==> src/rtl/lcd1602_pkg.sv <==
`timescale 1ns/1ps
// Shared constants, FSM encodings and glyph ROM for the 16x2 LCD controller.
package lcd1602_pkg;

    localparam logic [7:0] CMD_FUNC_SET = 8'h38;  // 8-bit bus, 2 lines, 5x8 font
    localparam logic [7:0] CMD_DISP_ON  = 8'h0C;  // display on, cursor off
    localparam logic [7:0] CMD_CLEAR    = 8'h01;
    localparam logic [7:0] CMD_ENTRY    = 8'h06;  // address increment, no shift
    localparam logic [7:0] ADDR_LINE1   = 8'h80;
    localparam logic [7:0] ADDR_LINE2   = 8'hC0;

    typedef enum logic [2:0] {
        ST_CONFIG,
        ST_LINE1_ADDR,
        ST_LINE1_CHARS,
        ST_LINE2_ADDR,
        ST_LINE2_CHARS
    } state_t;

    // Three ticks per byte: present rs/data, raise E, drop E with data held.
    typedef enum logic [1:0] {
        PH_SETUP,
        PH_PULSE,
        PH_HOLD
    } phase_t;

    // Configuration byte sent at position i of the power-up sequence.
    function automatic logic [7:0] cfg_cmd(input logic [3:0] i);
        case (i)
            4'd0:    return CMD_FUNC_SET;
            4'd1:    return CMD_DISP_ON;
            4'd2:    return CMD_CLEAR;
            default: return CMD_ENTRY;
        endcase
    endfunction

    // Character pos (0..4) of the emoticon for face idx; unknown faces show "(?_?)".
    function automatic logic [7:0] face_glyph(input logic [7:0] idx,
                                              input logic [7:0] num_faces,
                                              input logic [2:0] pos);
        logic [39:0] s;
        s = "(?_?)";
        if (idx < num_faces) begin
            case (idx)
                8'd0:    s = "(^_^)";
                8'd1:    s = "(-_-)";
                8'd2:    s = "(o_o)";
                8'd3:    s = "(T_T)";
                8'd4:    s = "(>_<)";
                8'd5:    s = "(*_*)";
                8'd6:    s = "(u_u)";
                8'd7:    s = "(@_@)";
                8'd8:    s = "(x_x)";
                default: s = "(?_?)";
            endcase
        end
        case (pos)
            3'd0:    return s[39:32];
            3'd1:    return s[31:24];
            3'd2:    return s[23:16];
            3'd3:    return s[15:8];
            default: return s[7:0];
        endcase
    endfunction

endpackage

==> src/rtl/lcd1602_tick_gen.sv <==
`timescale 1ns/1ps
// Divides clk by COUNT_MAX into a one-cycle tick pacing every LCD bus step.
module lcd1602_tick_gen #(
    parameter int COUNT_MAX = 8
) (
    input  logic clk,
    input  logic reset,
    output logic tick
);
    localparam int CW = (COUNT_MAX > 1) ? $clog2(COUNT_MAX) : 1;

    logic [CW-1:0] cnt;

    assign tick = (cnt == CW'(COUNT_MAX - 1));

    // Free-running 0..COUNT_MAX-1 counter, wrapping on the tick cycle.
    always_ff @(posedge clk or negedge reset) begin
        if (!reset)    cnt <= '0;
        else if (tick) cnt <= '0;
        else           cnt <= cnt + 1'b1;
    end
endmodule

==> src/rtl/lcd1602_controller.sv <==
`timescale 1ns/1ps
// HD44780 16x2 write-only driver: one-shot config, then endless two-line refresh
// of the pet status (line 1) and face emoticon (line 2).
module lcd1602_controller
    import lcd1602_pkg::*;
#(
    parameter int MAX_VALUE           = 5,
    parameter int num_config_commands = 4,
    parameter int NUM_FACES           = 9,
    parameter int COUNT_MAX           = 8
) (
    input  logic                         clk,
    input  logic                         reset,
    input  logic [$clog2(NUM_FACES)-1:0] face,
    input  logic [$clog2(MAX_VALUE):0]   feed_value,
    input  logic [$clog2(MAX_VALUE):0]   joy_value,
    input  logic [$clog2(MAX_VALUE):0]   energy_value,
    output logic                         rs,
    output logic                         rw,
    output logic                         enable,
    output logic [7:0]                   data
);
    localparam int FW = $clog2(NUM_FACES);
    localparam int VW = $clog2(MAX_VALUE) + 1;

    logic          tick;
    state_t        state, state_n;
    phase_t        phase, phase_n;
    logic [3:0]    idx, idx_n;
    logic          rs_n, en_n;
    logic [7:0]    data_n;
    logic          snap;
    logic          sel_rs;
    logic [7:0]    sel_data;
    logic [FW-1:0] s_face;
    logic [VW-1:0] s_feed, s_joy, s_energy;

    lcd1602_tick_gen #(.COUNT_MAX(COUNT_MAX)) u_tick (
        .clk   (clk),
        .reset (reset),
        .tick  (tick)
    );

    assign rw = 1'b0;

    function automatic logic [7:0] digit(input logic [VW-1:0] v);
        if (v > VW'(MAX_VALUE)) return 8'h30 + 8'(MAX_VALUE);
        return 8'h30 + 8'(v);
    endfunction

    // Byte owed for the current state/index, taken from the frame snapshot.
    always_comb begin
        sel_rs   = 1'b0;
        sel_data = 8'h00;
        case (state)
            ST_CONFIG:     sel_data = cfg_cmd(idx);
            ST_LINE1_ADDR: sel_data = ADDR_LINE1;
            ST_LINE2_ADDR: sel_data = ADDR_LINE2;
            ST_LINE1_CHARS: begin
                sel_rs = 1'b1;
                case (idx)
                    4'd0:       sel_data = "F";
                    4'd4:       sel_data = "J";
                    4'd8:       sel_data = "E";
                    4'd1, 4'd5,
                    4'd9:       sel_data = ":";
                    4'd2:       sel_data = digit(s_feed);
                    4'd6:       sel_data = digit(s_joy);
                    4'd10:      sel_data = digit(s_energy);
                    default:    sel_data = " ";
                endcase
            end
            ST_LINE2_CHARS: begin
                sel_rs = 1'b1;
                case (idx)
                    4'd0:    sel_data = "F";
                    4'd1:    sel_data = "A";
                    4'd2:    sel_data = "C";
                    4'd3:    sel_data = "E";
                    4'd5, 4'd6, 4'd7, 4'd8, 4'd9:
                             sel_data = face_glyph(8'(s_face), 8'(NUM_FACES), 3'(idx - 4'd5));
                    default: sel_data = " ";
                endcase
            end
            default: ;
        endcase
    end

    // Next-state: step the byte phase on each tick, advance state after HOLD.
    always_comb begin
        state_n = state;
        phase_n = phase;
        idx_n   = idx;
        rs_n    = rs;
        data_n  = data;
        en_n    = enable;
        snap    = 1'b0;
        if (tick) begin
            case (phase)
                PH_SETUP: begin
                    rs_n    = sel_rs;
                    data_n  = sel_data;
                    en_n    = 1'b0;
                    phase_n = PH_PULSE;
                end
                PH_PULSE: begin
                    en_n    = 1'b1;
                    phase_n = PH_HOLD;
                end
                default: begin
                    en_n    = 1'b0;
                    phase_n = PH_SETUP;
                    idx_n   = 4'd0;
                    case (state)
                        ST_CONFIG:
                            if (idx == 4'(num_config_commands - 1)) begin
                                state_n = ST_LINE1_ADDR;
                                snap    = 1'b1;
                            end else idx_n = idx + 4'd1;
                        ST_LINE1_ADDR: state_n = ST_LINE1_CHARS;
                        ST_LINE1_CHARS:
                            if (idx == 4'd15) state_n = ST_LINE2_ADDR;
                            else              idx_n   = idx + 4'd1;
                        ST_LINE2_ADDR: state_n = ST_LINE2_CHARS;
                        default:
                            if (idx == 4'd15) begin
                                state_n = ST_LINE1_ADDR;
                                snap    = 1'b1;
                            end else idx_n = idx + 4'd1;
                    endcase
                end
            endcase
        end
    end

    // FSM and LCD pin registers.
    always_ff @(posedge clk or negedge reset) begin
        if (!reset) begin
            state  <= ST_CONFIG;
            phase  <= PH_SETUP;
            idx    <= 4'd0;
            rs     <= 1'b0;
            enable <= 1'b0;
            data   <= 8'h00;
        end else begin
            state  <= state_n;
            phase  <= phase_n;
            idx    <= idx_n;
            rs     <= rs_n;
            enable <= en_n;
            data   <= data_n;
        end
    end

    // Inputs are frozen on entry to LINE1_ADDR so one frame never mixes values.
    always_ff @(posedge clk or negedge reset) begin
        if (!reset) begin
            s_face   <= '0;
            s_feed   <= '0;
            s_joy    <= '0;
            s_energy <= '0;
        end else if (snap) begin
            s_face   <= face;
            s_feed   <= feed_value;
            s_joy    <= joy_value;
            s_energy <= energy_value;
        end
    end
endmodule

==> config.mk <==
export PLATFORM = sky130hd
export DESIGN_NAME = lcd1602_controller
export DESIGN_NICKNAME = d
export VERILOG_FILES = /design/src/rtl/lcd1602_pkg.sv /design/src/rtl/lcd1602_tick_gen.sv /design/src/rtl/lcd1602_controller.sv
export SDC_FILE = /design/constraint.sdc
export NUM_CORES = 1
export LEC_CHECK = 0
export CELL_PAD_IN_SITES_DETAIL_PLACEMENT = 1
export CELL_PAD_IN_SITES_GLOBAL_PLACEMENT = 2
export CORE_UTILIZATION = 38
export DETAILED_ROUTE_END_ITERATION = 6
export GPL_TIMING_DRIVEN = 0
export PLACE_DENSITY = 0.81
export SYNTH_ARGS = -nofsm -noshare
export SYNTH_HDL_FRONTEND = slang
export SYNTH_HIERARCHICAL = 1
export SYNTH_SLANG_ARGS = --single-unit
==> constraint.sdc <==
create_clock -name clk -period 5.4 [get_ports clk]
set_clock_uncertainty 0.05 [all_clocks]
set_input_delay 0.81 -clock clk [delete_from_list [all_inputs] [get_ports clk]]
set_output_delay 0.81 -clock clk [all_outputs]
set_load 0.05 [all_outputs]
==> Word level (Yosys, flattened, before mapping) <==
Memory sizes are Yosys's and may differ from the RTL's.
Index checks and enable logic that the tools add are counted.
{ "word_totals": {"reg_bits": 38, "mem_count": 1, "romBits": 224, "inputBits": 18} }
{ "mem_list": {"columns": ["memory", "depth", "word_bits", "read_ports", "rd_clocked_by_memory_dff", "wr", "line", "text"], "rows": [
  ["(name not given)", 16, 14, 1, 0, 0, "lcd1602_pkg.sv:44", "case (idx)"]
]} }
{ "classes": {"bitwise": 1, "muxes": 37, "magnitude_cmp": 4, "addsub": 6, "n_reduce_logical": 14, "n_eq_ne": 22} }
{ "ops": {"columns": ["op", "n"], "rows": [
  ["$pmux W8 S5", 2],
  ["$pmux W8 S7", 1],
  ["$mux W8", 6],
  ["$mux W40", 1],
  ["$pmux W8 S4", 1],
  ["$add A6 B4 Y7 const A", 3],
  ["$pmux W6 S3", 1],
  ["$eq A4 B3 Y1 const B", 4],
  ["$eq A4 B4 Y1 const B", 4],
  ["$mux W1", 15],
  ["$eq A3 B2 Y1 const B", 4],
  ["$gt A4 B3 Y1 const B", 3],
  ["$mux W3", 4],
  ["$pmux W3 S4", 1],
  ["$eq A4 B2 Y1 const B", 2],
  ["$mux W4", 2],
  ["$pmux W4 S2", 1],
  ["$eq A3 B1 Y1 const B", 2],
  ["$eq A3 B3 Y1 const B", 2],
  ["$logic_not A3 Y1", 2],
  ["$reduce_or A2 Y1", 3],
  ["$reduce_or A3 Y1", 2],
  ["$reduce_and A5 Y1", 1],
  ["$reduce_or A5 Y1", 1],
  ["14 further kinds", 16]
]} }

==> Longest topological paths before layout <==
Gate-level depths: netlist of the first run.
{ "logic_depth": {"depth_word": 7, "ltp_mapped": 8, "ltp_nobuf": 8} }

==> Hierarchy <==
The synthesis of the first run kept the hierarchy.
{ "modules_own_cells": {"columns": ["module", "area_per_inst_um2", "cells_per_inst", "seq_area_each_um2", "n_inst"], "rows": [
  ["lcd1602_controller", 2309.7, 242, 850.8, 1],
  ["lcd1602_tick_gen", 103.8, 6, 75.1, 1]
]} }

==> Worst setup path before layout of the first run <==
OpenSTA, ideal clock, no wires.
{ "synth_path": {"path_type": "register to register", "startpoint": "reg idx[0]", "endpoint": "reg data[3]", "arrival_ns": 1.763, "slack_ns": 3.449, "stages_incl_launch_ff": 8, "synth_period_minus_slack_ns": 1.951, "setup_ns": 0.138, "path_cell_list": "dfrtp_1 inv_1 ha_1 ha_1 nor2b_1 nor2_1 o41ai_1 a31oi_1"} }
{ "synth_between": {"elab_chain_cells": 5, "word_cells_on_any_way": 23, "cone_classes": "add/sub: 1; eq/ne: 13; mux: 5; reduce/logical: 4"} }
{ "synth_lines": {"columns": ["item", "line", "text"], "rows": [
  ["start, declared", "lcd1602_controller.sv:29", "logic [3:0] idx, idx_n;"],
  ["start signal, assigned", "lcd1602_controller.sv:148", "idx <= idx_n;"],
  ["$sub A3 B3 Y3", "lcd1602_controller.sv:81", "sel_data = face_glyph(8'(s_face), 8'(NUM_FACES), 3'(idx - 4'd5));"],
  ["$eq A3 B2 Y1, or another cell as far along", "lcd1602_pkg.sv:57", "case (pos)"],
  ["$pmux W8 S4", "lcd1602_pkg.sv:57", null],
  ["$pmux W8 S5", "lcd1602_controller.sv:75", "case (idx)"],
  ["$pmux W8 S5 (*)", "lcd1602_controller.sv:55", "case (state)"],
  ["end signal, assigned", "lcd1602_controller.sv:151", "data <= data_n;"],
  ["end, declared", "lcd1602_controller.sv:21", "output logic [7:0] data"]
]} }
Every way passes the cells marked *; elsewhere a longest branch is shown, timed or not.
A chain may end at the register's enable or synchronous reset.

==> Final worst setup path of the first run <==
{ "layout_path": {"startpoint": "reg enable", "endpoint": "out enable"} }
{ "layout_rtl": {"columns": ["item", "line", "text"], "rows": [
  ["start, declared", "lcd1602_controller.sv:20", "output logic enable,"],
  ["start signal, assigned", "lcd1602_controller.sv:150", "enable <= en_n;"]
]} }
No word-level cell between the ends.

==> results of run 1 <==
per-stage QoR:
| stage | utilization | cell area (um^2) | setup slack (ns) | cells | total power [mW] |
|---|---|---|---|---|---|
| final | 0.479 | 2890 | 2.96 | 358 | 0.578 |
| after global routing | 0.479 | 2890 | 2.84 | 358 | 0.603 |
| after CTS | 0.479 | 2890 | 2.96 | 358 | 0.585 |
| after detailed placement | 0.460 | 2770 | 3.07 | 350 | 0.335 |
| after global placement | 0.461 | 2780 | 2.51 | 350 | 0.334 |
| after floorplan | - | 2410 | 3.45 | 248 | 0.312 |
cells in the mapped netlist (3+ instances only):
library cell / n
nand2b_1: 4
o31ai_1: 4
nor4_1: 4
a21oi_1: 8
mux2_2: 6
a31oi_1: 4
mux2i_1: 3
and2_1: 3
and3_1: 3
dfrtp_1: 37
ha_1: 13
o21ai_0: 16
or2_2: 3
nor3_1: 5
a2111oi_0: 5
nand2_1: 16
nand3_1: 6
nor2_1: 17
mux2_4: 10
inv_1: 11
clkbuf_1: 5
o22ai_1: 3
buf_6: 4
nor2b_1: 5
buf_2: 4
a21o_1: 4
per-layer routing:
layer | part of all wire | up-vias | wire length (um) | global-route usage
li1 | - | 973 | - | -
met1 | 0.50 | 937 | 2940 | 0.279
met2 | 0.46 | 46 | 2700 | 0.327
met3 | 0.034 | 4 | 199 | 0.0311
met4 | 0.0065 | 0 | 38 | 0.0368
met5 | 0 | - | 0 | 0
registers in the layout (all words and copies together) (netlist names):
name,count
s_energy,4
rs,1
state,3
s_feed,4
idx,4
phase,1
u_tick/cnt,3
s_joy,4
s_face,4
enable,1
data,8
cell usage in the layout (no fill, tap or decap), types with 3 or more instances in the layout:
cell and instances:
a2111oi_0 5, a21o_1 4, a21oi_1 8, a31oi_1 4, and2_1 3, and3_1 3
buf_2 5, buf_6 4, clkbuf_1 5, clkbuf_8 5, clkdlybuf4s50_1 26, dfrtp_1 37
ha_1 13, inv_1 11, mux2_2 6, mux2_4 10, mux2i_1 3, nand2_1 16
nand2b_1 4, nand3_1 6, nor2_1 17, nor2b_1 5, nor3_1 5, nor4_1 4
o21ai_0 16, o22ai_1 3, o31ai_1 4, or2_2 3
worst paths after layout:
| kind | startpoint | to | slack, ns | cells past startpoint |
|---|---|---|---|---|
| min reg2reg | u_tick/cnt[0]$_DFF_PN0_ | u_tick/cnt[0]$_DFF_PN0_ | 0.39 | 1 |
| min in group asynchronous | reset | data[7]$_DFFE_PN0P_ | 0.56 | 1 |
| min | u_tick/cnt[0]$_DFF_PN0_ | u_tick/cnt[0]$_DFF_PN0_ | 0.39 | 1 |
| max | enable$_DFFE_PN0P_ | enable | 2.96 | 1 |
| max in group asynchronous | reset | s_face[0]$_DFFE_PN0P_ | 4.23 | 1 |
| max reg2reg | idx[0]$_DFFE_PN0P_ | data[3]$_DFFE_PN0P_ | 3.07 | 7 |
where the power goes:
part           switching [mW]  internal, mW  total [mW]  leakage, nW
Combinational          0.0172        0.0230      0.0402        0.721
Sequential            0.00518         0.283       0.288        0.460
Clock                   0.111         0.139       0.249       0.0585
Total                   0.133         0.444       0.578         1.24
layout make-up:
class | count | share of cell area
Tap cell | 75 | 0.0325
Sequential cell | 37 | 0.321
Multi-Input combinational cell | 185 | 0.467
Clock inverter | 3 | 0.0152
Clock buffer | 5 | 0.0239
Timing Repair Buffer | 27 | 0.0919
Inverter | 11 | 0.0143
Buffer | 15 | 0.0343
logic make-up after synthesis:
logic type	synth area share
flops	0.384
simple gates	0.181
other cells	0.00155
mux	0.103
buf+inv	0.0581
xor+xnor	0.00363
compound gates	0.202
fa+ha+maj	0.0674
==> metrics.txt, run 1 <==
area of the multi-input gates 1350 um^2; syn avg cell area 9.73 um^2; Period Utilization, post-route 0.451; via count of the first global-routing pass 1973; clock root cell clkbuf_8; nets@finish 313; diode count 0; final-layout fill cell count 719; final hold viol count 0; Residual DRC 0; routed length per instance 16.4 um; die height 81.7 um; Top Ports 29; Setup Fix Bufs, Post-CTS 0; Slew HR 0.448; first-pass GRT wire length 10.1 mm; area share of the largest cell type after synthesis 0.384; grt total ovfl 0; minimum clock period 2.44 ns; leakage 1.24 nW; Fmax achieved 410 MHz; max_cap viols 0; share of synthesized flip-flops with an asynchronous set or reset 1.00; Post-CTS Hold Fix Bufs 0; flops & latches, synth 37; Mapped Cells 248; crit-path cells clkdlybuf4s50_1; gr usage total 0.200; sequential cell area 926 um^2; RSZ-0062 raised after global routing no; Synth area leaders dfrtp_1 38%, ha_1 6.7%, mux2_4 6.2%; status finished clean; Antenna Violating Nets Remaining 0; fraction of layout cells with a size suffix above 1 0.166; DP Wirelength 4.47 mm; area grow syn2layout 19.5%; worst hold slack 0.387 ns; Iteration-0 DRC Markers 105; setup TNS 0 ns; Routability Congestion 0.809; Finish-stage setup viols 0; IO Port Bufs 27; Resized Gates After CTS 0; critical-path maximum fanout 6; max incr delay on CP 0.84 ns; worst skew pair latency 0.29 ns; yosys warns 6; Initial Util 0.401; CP startpoint kind register; WP data required 4.54 ns; Die ar. 6670 um^2; Die Width 81.7 um; initial antenna violation count 0; Longest Clk Path Bufs 2; dominant synthesized flop cell dfrtp_1; WS Path Type register to primary output; Vias 1960; syn nets 279; Synth area leader dfrtp_1; peak supply drop 0.000112 V; CTS H-Tree Depth 2; Pwr Density 200 nW/um^2; Seq/Total Area, Yosys 0.384; CP Data Arrival Time 1.58 ns; family with the most delay on the worst path buffers and inverters; CP Buf/Inv Count 1; Netlist cell types 59; DR vias/cell 5.47; worst slew pin tran 0.826 ns; CORE AREA 6030 um^2; Hold WC Path Type register to register; Worst setup EP type primary output; Worst path slowest cell clkdlybuf4s50_1; largest net degree at the start of global routing 38; Final Max Slew Viols 0; TritonCTS Sinks 37; Post-synth EDFFs 0; TritonRoute pass-1 iters 4; Routed WL 5.88 mm; Clk pin slew, worst setup/hold paths 0.08 ns; Num CTS Buffers 5; mapped cell area 2410 um^2; Rows 28; CTS tree yes
Power figures use the tool's default switching activity.
==> run 2: changes to the inputs <==
CORE_UTILIZATION = 32   (was 38)
PLACE_DENSITY = 0.72   (was 0.81)
clock period = 2 ns   (was 5.4 ns; I/O delays follow)
==> run 2 against run 1 <==
Compared with the run above: register-to-register slack worse by 3.0 ns; first-iteration DRC count shrank 61%; clock power rose to 2.8 times the previous value; flip-flop and latch count stayed put; worst setup slack got worse by 2.9 ns.
==> metrics.txt, run 2 (synthesis gave the netlist of run 1 again) <==
Layout Utilization 0.427 (was 0.479); Pwr Density 512 nW/um^2 (was 200 nW/um^2); worst slack, placed -0.291 ns (was 3.07 ns); Clock Power Share 0.439 (was 0.432); CP Data Arrival Time 2.02 ns (was 1.58 ns); WS Path Type register to register (was register to primary output); Routability Congestion 0.752 (was 0.809); max incr delay on CP 0.41 ns (was 0.84 ns); Sw Ratio 0.223 (was 0.230); Worst setup EP type register (was primary output); DR vias/cell 5.29 (was 5.47); Slew HR 0.419 (was 0.448); Biggest register data (unchanged); die height 88.8 um (was 81.7 um); Initial Util 0.333 (was 0.401); status finished clean (unchanged); diode count 0 (unchanged); nets@finish 316 (was 313); first-pass GRT wire length 10.5 mm (was 10.1 mm); P_int 1.23 mW (was 0.444 mW); Hold WC Path Type input port to async pin (was register to register); final non-filler cell total 385 (was 358); initial antenna violation count 0 (unchanged); Comb power frac 0.070 (about the same); Worst path slowest cell dfrtp_2 (was clkdlybuf4s50_1); CORE AREA 7250 um^2 (was 6030 um^2); Finish-stage setup viols 0 (unchanged); fraction of layout cells with a size suffix above 1 0.280 (was 0.166); CP startpoint kind register (unchanged); CTS H-Tree Depth 2 (unchanged); TritonRoute pass-1 iters 4 (unchanged); placed cells 374 (was 350); WP data required 2.11 ns (was 4.54 ns); reg2reg start idx[1]$_DFFE_PN0P_ (was idx[0]$_DFFE_PN0P_); Num CTS Buffers 5 (unchanged); area grow syn2layout 28.4% (was 19.5%); Final Max Slew Viols 0 (unchanged); Period Utilization, post-route 0.956; worst skew pair latency 0.29 ns (about the same); via count of the first global-routing pass 2023 (was 1973); Die ar. 7890 um^2 (was 6670 um^2); routed length per instance 16.2 um (was 16.4 um); leakage 1.31 nW (was 1.24 nW); Top Ports 29 (unchanged); layer carrying the most global-route usage met2 (unchanged); met3 Use GR 0.0280 (was 0.0311); minimum clock period 1.91 ns; DP Wirelength 4.59 mm (was 4.47 mm); Vias 2036 (was 1960); Routed WL 6.22 mm (was 5.88 mm); largest net degree at the start of global routing 38 (unchanged); Iteration-0 DRC Markers 41 (was 105); Psw 0.355 mW (was 0.133 mW); crit-path cells buf_4 > ha_1 > buf_4 > nor3_2 > o22ai_2 > and3_2 > a21oi_1 > a22oi_1 (was clkdlybuf4s50_1); grt met2 use 0.274 (was 0.327); gr usage total 0.177 (was 0.200); cell repeated most along the worst path buf_4; max_cap viols 0 (unchanged); Longest Clk Path Bufs 2 (unchanged); most frequent cells in the layout 35 x dfrtp_1, 25 x clkdlybuf4s50_1, 16 x nand2_1, 16 x nor2_1, 14 x o21ai_0 (was 37 x dfrtp_1, 26 x clkdlybuf4s50_1, 17 x nor2_1, 16 x nand2_1, 16 x o21ai_0); Residual DRC 0 (unchanged); commonest non-fill, non-tap cell in the layout dfrtp_1 (unchanged); Clk pin slew, worst setup/hold paths 0.08 ns (about the same); Rows 31 (was 28); critical-path maximum fanout 9 (was 6); peak supply drop 0.000211 V (was 0.000112 V); Antenna Violating Nets Remaining 0 (unchanged); Fmax achieved 523 MHz; RSZ-0062 raised after global routing yes (was no); clock root cell clkbuf_8 (unchanged); max reg flops 8 (unchanged); final hold viol count 0 (unchanged); IO Port Bufs 27 (unchanged); setup slack after layout 0.0889 ns (was 2.96 ns); Seq pwr share 0.490 (was 0.499); final-layout fill cell count 829 (was 719); met1 Track Usage GR 0.255 (was 0.279); Die Width 88.8 um (was 81.7 um); FF-to-FF setup slack 0.09 ns (was 3.07 ns); CTS tree yes (unchanged); Crit. Startpoint idx[1]$_DFFE_PN0P_ (was enable$_DFFE_PN0P_); worst slew pin tran 0.872 ns (was 0.826 ns); Post-CTS Hold Fix Bufs 0 (unchanged); grt total ovfl 0 (unchanged); TritonCTS Sinks 37 (unchanged)
[run 2: cell count changes in the layout (fill, tap and decap cells not counted), sizes merged]
cell	change
inv	-1
clkdlybuf4s50	-1
clkinv	-1
buf	+4
clkinvlp	+1
dlymetal6s2s	+1
[run 2: per-stage QoR]
| step | area [um^2] | power (mW) | hold WS [ns] | setup TNS, ns |
|---|---|---|---|---|
| 3_5_place_dp | 2800 | 0.904 | 0.376 | -1.57 |
| 4_1_cts | 2990 | 1.61 | 0.100 | 0 |
| 2_1_floorplan | 2410 | 0.843 | -0.0456 | 0 |
| 6_report | 3100 | 1.59 | 0.0683 | 0 |
| 3_3_place_gp | 2810 | 0.902 | 0.371 | -14.30 |
| 5_1_grt | 3100 | 1.66 | 0.147 | -0.0745 |
[run 2: final timing paths]
kind | to | depth (start not counted)
max | data[1]$_DFFE_PN0P_ | 8
min | enable$_DFFE_PN0P_ | 1
max reg2reg | data[1]$_DFFE_PN0P_ | 8
min reg2reg | u_tick/cnt[0]$_DFF_PN0_ | 1
max in group asynchronous | s_face[1]$_DFFE_PN0P_ | 1
min in group clk | u_tick/cnt[0]$_DFF_PN0_ | 1
[run 2: area by class of cell]
cell class / count / area, um^2 / area share
repair buffers: 30 / 290 / 0.0937
inverters: 11 / 41.3 / 0.0133
clock buffers: 6 / 82.6 / 0.0266
plain buffers: 15 / 105 / 0.0339
clock inverters: 2 / 37.5 / 0.0121
flip-flops and latches: 37 / 928 / 0.300
multi-input cells: 185 / 1490 / 0.481
well taps: 99 / 124 / 0.0400
[run 2: power by group through the flow]
stage	combinational, mW	sequential (mW)	clock (mW)
final	0.111	0.778	0.698
after global placement	0.110	0.792	0
after global routing	0.125	0.781	0.756
after floorplan	0.0546	0.788	0
after detailed placement	0.111	0.792	0
after CTS	0.112	0.777	0.722
[run 2: metal layers]
layer	wire (um)	vias to the layer above
met1	3120	1014
met5	0	-
li1	-	987
met2	2880	29
met4	72	0
met3	145	6
[run 2: what timing repair did]
| item | CTS | global route |
|---|---|---|
| pin swaps | 0 | 2 |
| buffers inserted | 2 | 1 |
| resized for setup | 16 | 28 |
| endpoints found under the setup margin | 8 | 17 |
[run 2: worst max-delay path: cells and delay by family, from the launching register on]
kind                       cells  cell delay, ns
AOI/OAI and AO/OA              3            0.35
adders and majority gates      1            0.19
buffers and inverters          2            0.33
DFF                            1            0.41
and+or+nand+nor                2            0.44
==> run 3: changes to the inputs <==
CTS_CLUSTER_DIAMETER = 80   (was unset)
CTS_CLUSTER_SIZE = 30   (was unset)
==> results of run 3 <==
The final DEF is identical to that of run 2; final timing and power are the same.
